### config.mk
export PLATFORM = sky130hd
export DESIGN_NAME = instr_fetch_unit
export DESIGN_NICKNAME = d
export VERILOG_FILES = /design/src/rtl/rv_pkg.sv /design/src/rtl/fetch_queue.sv /design/src/rtl/instr_fetch_unit.sv
export SDC_FILE = /design/constraint.sdc
export NUM_CORES = 1
export LEC_CHECK = 0
export CAP_MARGIN = 20
export CORE_MARGIN = 1
export CORE_UTILIZATION = 54
export DETAILED_ROUTE_END_ITERATION = 12
export PLACE_DENSITY = 0.8
export SYNTH_ARGS = -nofsm -noshare
export SYNTH_HDL_FRONTEND = slang
export SYNTH_SLANG_ARGS = --single-unit
### constraint.sdc
create_clock -name clk -period 2.6 [get_ports clk]
set_clock_uncertainty 0.15 [all_clocks]
set_input_delay 0.78 -clock clk [delete_from_list [all_inputs] [get_ports clk]]
set_output_delay 0.78 -clock clk [all_outputs]
set_load 0.01 [all_outputs]
### src/rtl/rv_pkg.sv
// Shared RISC-V core constants.
// Widths, reset PC, NOP encoding and PC increment.
package rv_pkg;

    localparam int          XLEN     = 32;
    localparam logic [31:0] RESET_PC = 32'h0000_0000;
    localparam logic [31:0] NOP      = 32'h0000_0013;
    localparam logic [31:0] PC_STEP  = 32'd4;

endpackage

### src/rtl/fetch_queue.sv
// Generic synchronous FIFO with flush.
// Output is always taken from storage, never bypassed.
module fetch_queue
    import rv_pkg::*;
#(
    parameter int DEPTH = 2,
    parameter int WIDTH = 64
) (
    input  logic             clk,
    input  logic             rst_n,
    input  logic             push,
    input  logic             pop,
    input  logic             flush,
    input  logic [WIDTH-1:0] wdata,
    output logic [WIDTH-1:0] rdata,
    output logic             full,
    output logic             empty
);

    localparam int PW = $clog2(DEPTH);
    localparam int CW = PW + 1;

    logic [WIDTH-1:0] mem [DEPTH];
    logic [WIDTH-1:0] last;
    logic [PW-1:0]    head;
    logic [PW-1:0]    tail;
    logic [CW-1:0]    count;
    logic             pop_ok;
    logic             push_ok;

    assign full    = (count == CW'(DEPTH));
    assign empty   = (count == '0);
    assign pop_ok  = pop & ~empty;
    assign push_ok = push & (~full | pop_ok);
    assign rdata   = empty ? last : mem[head];

    // Storage write at tail; cleared on reset so outputs start at zero.
    always_ff @(posedge clk or negedge rst_n) begin
        if (!rst_n) begin
            for (int i = 0; i < DEPTH; i++) begin
                mem[i] <= '0;
            end
        end else if (!flush && push_ok) begin
            mem[tail] <= wdata;
        end
    end

    // Pointers, occupancy and last-popped word; flush empties everything.
    always_ff @(posedge clk or negedge rst_n) begin
        if (!rst_n) begin
            head  <= '0;
            tail  <= '0;
            count <= '0;
            last  <= '0;
        end else if (flush) begin
            head  <= '0;
            tail  <= '0;
            count <= '0;
        end else begin
            if (push_ok) begin
                tail <= tail + PW'(1);
            end
            if (pop_ok) begin
                head <= head + PW'(1);
                last <= mem[head];
            end
            if (push_ok && !pop_ok) begin
                count <= count + CW'(1);
            end else if (pop_ok && !push_ok) begin
                count <= count - CW'(1);
            end
        end
    end

endmodule

### src/rtl/instr_fetch_unit.sv
// IF stage: PC register, instr_mem request and fetch queue to decode.
// Redirects from EX flush the queue and reload the PC.
module instr_fetch_unit
    import rv_pkg::*;
#(
    parameter logic [31:0] RESET_PC = rv_pkg::RESET_PC,
    parameter int          QDEPTH   = 2,
    parameter int          XLEN     = rv_pkg::XLEN
) (
    input  logic            clk,
    input  logic            rst,
    input  logic            fetch_en,
    output logic [XLEN-1:0] imem_pc,
    input  logic [XLEN-1:0] imem_instr,
    input  logic            redirect_valid,
    input  logic [XLEN-1:0] redirect_pc,
    output logic            dec_valid,
    output logic [XLEN-1:0] dec_pc,
    output logic [XLEN-1:0] dec_instr,
    input  logic            dec_ready
);

    logic [XLEN-1:0]   pc;
    logic [2*XLEN-1:0] rdata;
    logic              full;
    logic              empty;
    logic              push;
    logic              pop;

    assign imem_pc   = pc;
    assign dec_valid = ~empty;
    assign pop       = dec_valid & dec_ready;
    assign push      = fetch_en & ~redirect_valid & (~full | pop);
    assign dec_pc    = rdata[2*XLEN-1:XLEN];
    assign dec_instr = rdata[XLEN-1:0];

    // PC: redirect wins, otherwise advance by one word on each push.
    always_ff @(posedge clk or negedge rst) begin
        if (!rst) begin
            pc <= XLEN'(RESET_PC);
        end else if (redirect_valid) begin
            pc <= {redirect_pc[XLEN-1:2], 2'b00};
        end else if (push) begin
            pc <= pc + XLEN'(PC_STEP);
        end
    end

    fetch_queue #(
        .DEPTH (QDEPTH),
        .WIDTH (2*XLEN)
    ) u_fetch_queue (
        .clk   (clk),
        .rst_n (rst),
        .push  (push),
        .pop   (pop),
        .flush (redirect_valid),
        .wdata ({pc, imem_instr}),
        .rdata (rdata),
        .full  (full),
        .empty (empty)
    );

endmodule

==> flow_summary.json <==
{
  "track_usage_pct": 25.7,
  "drtAntennaViolNets": 0,
  "yosys.area_share.adder_pct": 0.121,
  "initial_core_util_pct": 55.2,
  "grt_setup_unrepaired": "true",
  "r2r-start": "imem_pc[12]",
  "violations": "setup timing",
  "antenna_found_initial": 0,
  "antenna_cells": 0,
  "grt_pass1_wl_mm": 40.6,
  "drive_gt1_share_pct": 36.8,
  "clk_path_buf_depth": 3,
  "drt_first_pass_iters": 5,
  "yosys.area.top_type": "dfrtp_1",
  "reg2regPathDepth": 4,
  "min_period_ps": 2790,
  "r2r_setup_slack_ps": 470,
  "synth_xor_area_share_pct": 0.930,
  "dieArea_um2": 19700,
  "root_buffer": "clkbuf_16",
  "cts_made_buffers": 24,
  "cts_htree_levels": 1,
  "core_area_um2": 18800,
  "grt_max_degree": 125,
  "yosysTopAreaCellShare_pct": 53.1,
  "total_power_mw": 11.9,
  "yosysUniqueCellTypes": 45,
  "setup_tns_ps": -7340,
  "yosysSeqAreaShare_pct": 53.1,
  "synth_compound_area_share_pct": 9.73,
  "max-cap-violations": 0,
  "finalWirelength_mm": 25.9,
  "startpoint_type": "flip-flop",
  "slew_headroom_pct": 66.4,
  "final_nets": 1201,
  "synth-simple-area-share_pct": 12.0,
  "peakVddDrop_mv": 0.502,
  "fmax_mhz": 359,
  "final_util_pct": 73.6,
  "die_h_um": 141,
  "areaGrowthSynthToFinish_pct": 33.4,
  "tritoncts": "built",
  "synth_area_um2": 10400,
  "pin_count": 166,
  "place_hpwl_mm": 16.1,
  "ys_seq_elements": 220,
  "num_vias": 8087,
  "worstPathArrival_ps": 1860,
  "path_class": "flip-flop to output port",
  "syn_inst": 941,
  "required_ps": 1670,
  "cp_max_fo": 8,
  "hp-class": "primary input to asynchronous set/reset pin",
  "grt_overflow": 0,
  "worstSetupEndpointType": "output port",
  "viasPerCell": 5.85,
  "post-route-period-util_pct": 107,
  "report.final.hold_viol_count": 0,
  "power.density_nw_per_um2": 861,
  "yosys_warnings": 0,
  "final_max_slew_viol_count": 0,
  "cts.clk_slew.worst_paths_ps": 60,
  "die_x_um": 141,
  "place_congestion": 0.891,
  "run_status": "finished, violations left",
  "io_buffer_count": 159,
  "worst_pin_slew_ps": 503,
  "cts_sinks": 220,
  "dp.cells": 1325,
  "synth.area.top_cells": "dfrtp_1 53%, mux2_2 12%, mux2i_1 6.3%, o21ai_0 3.7%, nand2_1 3.4%",
  "drt_iter0_drc": 370,
  "postSynthAreaPerCell_um2": 11.0,
  "drc": 0,
  "final_cells": 1382,
  "rr_endpoint": "imem_pc[22]",
  "row_count": 50,
  "synth_top_family_by_area": "multiplexers",
  "clock_latency_ps": 500,
  "synth_mux_area_share_pct": 20.0,
  "layout_setup_ws_ps": -187,
  "grt_pass1_vias": 8046,
  "wl_per_cell_um": 18.8,
  "setup_viol": 62,
  "p_leak_nw": 5.89
}
-- worst max-delay path by stage --
stage	startpoint	endpoint	slack, ps	depth (start not counted)
2_1_floorplan	u_fetch_queue.count[1]	dec_instr[10]	180	5
3_3_place_gp	dec_ready	u_fetch_queue.mem[83]	-190	7
3_5_place_dp	dec_ready	u_fetch_queue.mem[126]	-230	7
4_1_cts	u_fetch_queue.head	dec_instr[2]	-160	5
5_1_grt	u_fetch_queue.head	dec_instr[19]	-240	5
6_report	u_fetch_queue.head	dec_instr[19]	-190	5
-- metal layers --
layer	GRT usage [%]	share of wire, %	up-vias	wire [µm]
met3	3.32	4.6	46	1190
met4	7.09	2.4	0	619
met2	44.2	50	285	13000
li1	-	-	3722	-
met1	34.4	43	4034	11200
met5	0	0	-	0
-- cell usage in the layout (no fill, tap or decap), types with 7 or more instances in the layout --
cell and instances:
clkdlybuf4s50_1 94, a21oi_1 36, nor2_1 43, nand4_1 16
clkbuf_16 29, mux2i_2 36, buf_2 59, nand3_1 26
dfrtp_1 217, a21oi_2 27, clkbuf_8 8, buf_12 15
nor2b_1 7, and3_1 7, mux2i_1 20, xor2_1 7
o31ai_1 10, buf_4 45, o21ai_0 77, mux2_2 106
mux2_4 15, nor2_2 27, nor2_4 9, mux2i_4 9
buf_6 10, nand2_1 95, o311ai_0 10
-- metrics by stage --
step / cell area (µm²) / setup slack (ps) / hold WS [ps]
after floorplan: 10400 / 180 / 299
final: 13800 / -187 / 58.6
after detailed placement: 12500 / -229 / 321
after global placement: 12500 / -195 / 310
after global routing: 13800 / -239 / 88.7
after CTS: 13500 / -157 / 83.3
-- report_power, final --
part	switching, mW	internal [mW]	total, mW
clock network	1.33	2.07	3.40
logic	1.59	1.77	3.35
registers	0.755	4.39	5.15
-- cells by family after synthesis --
| logic type | after synthesis |
|---|---|
| XOR/XNOR | 11 |
| AND/OR/NAND/NOR | 265 |
| other | 1 |
| flip-flops | 220 |
| AO/OA/AOI/OAI | 179 |
| multiplexers | 186 |
| buffers and inverters | 78 |
| adder cells (fa/ha/maj) | 1 |
-- critical path, cell delays in order, from the launching register on --
cell       delay (ps)
dfrtp_4           500
buf_12            160
clkbuf_16         180
mux2i_1           150
a21oi_1           180
buf_2             170
-- synthesized netlist by cell type (all sizes together) --
library cell,n
ha,1
nand3,27
and4,5
o311ai,10
nand2b,2
dfrtp,220
or4,4
xnor2,4
a311o,2
and3,7
or3b,1
nor2b,7
a22oi,6
mux2,121
o311a,1
or2,4
a21oi,65
nor2,79
conb,1
a31oi,4
inv,4
xor2,7
a221o,1
buf,46
nor4b,4
o31a,2
nor3b,3
o21ai,77
o31ai,10
clkinv,1
nor3,7
nand2,96
a211oi,1
clkbuf,27
mux2i,65
nor4,2
nand4,17
-- timing repair --
| item | CTS | global route |
|---|---|---|
| cloned | 2 | 4 |
| gates resized for setup | 346 | 58 |
| hold buffers | 0 | 0 |
| pin swaps | 18 | 22 |
| setup buffers | 9 | 0 |
| endpoints found under the setup margin | 63 | 64 |
-- state kept, by name (all words and copies together) (netlist names) --
signal               cells
imem_pc                 30
u_fetch_queue.count      2
u_fetch_queue.head       1
u_fetch_queue.last      62
u_fetch_queue.mem      124
u_fetch_queue.tail       1
-- cell type report --
type | instances | area (µm²)
flip-flops and latches | 220 | 5510
clock inverters | 7 | 62.6
clock buffers | 36 | 747
well taps | 234 | 293
fillers | 1209 | 4950
repair buffers | 234 | 2220
inverters | 5 | 18.8
multi-input cells | 646 | 4970
Note: power is estimated with default switching activity, not from simulation.
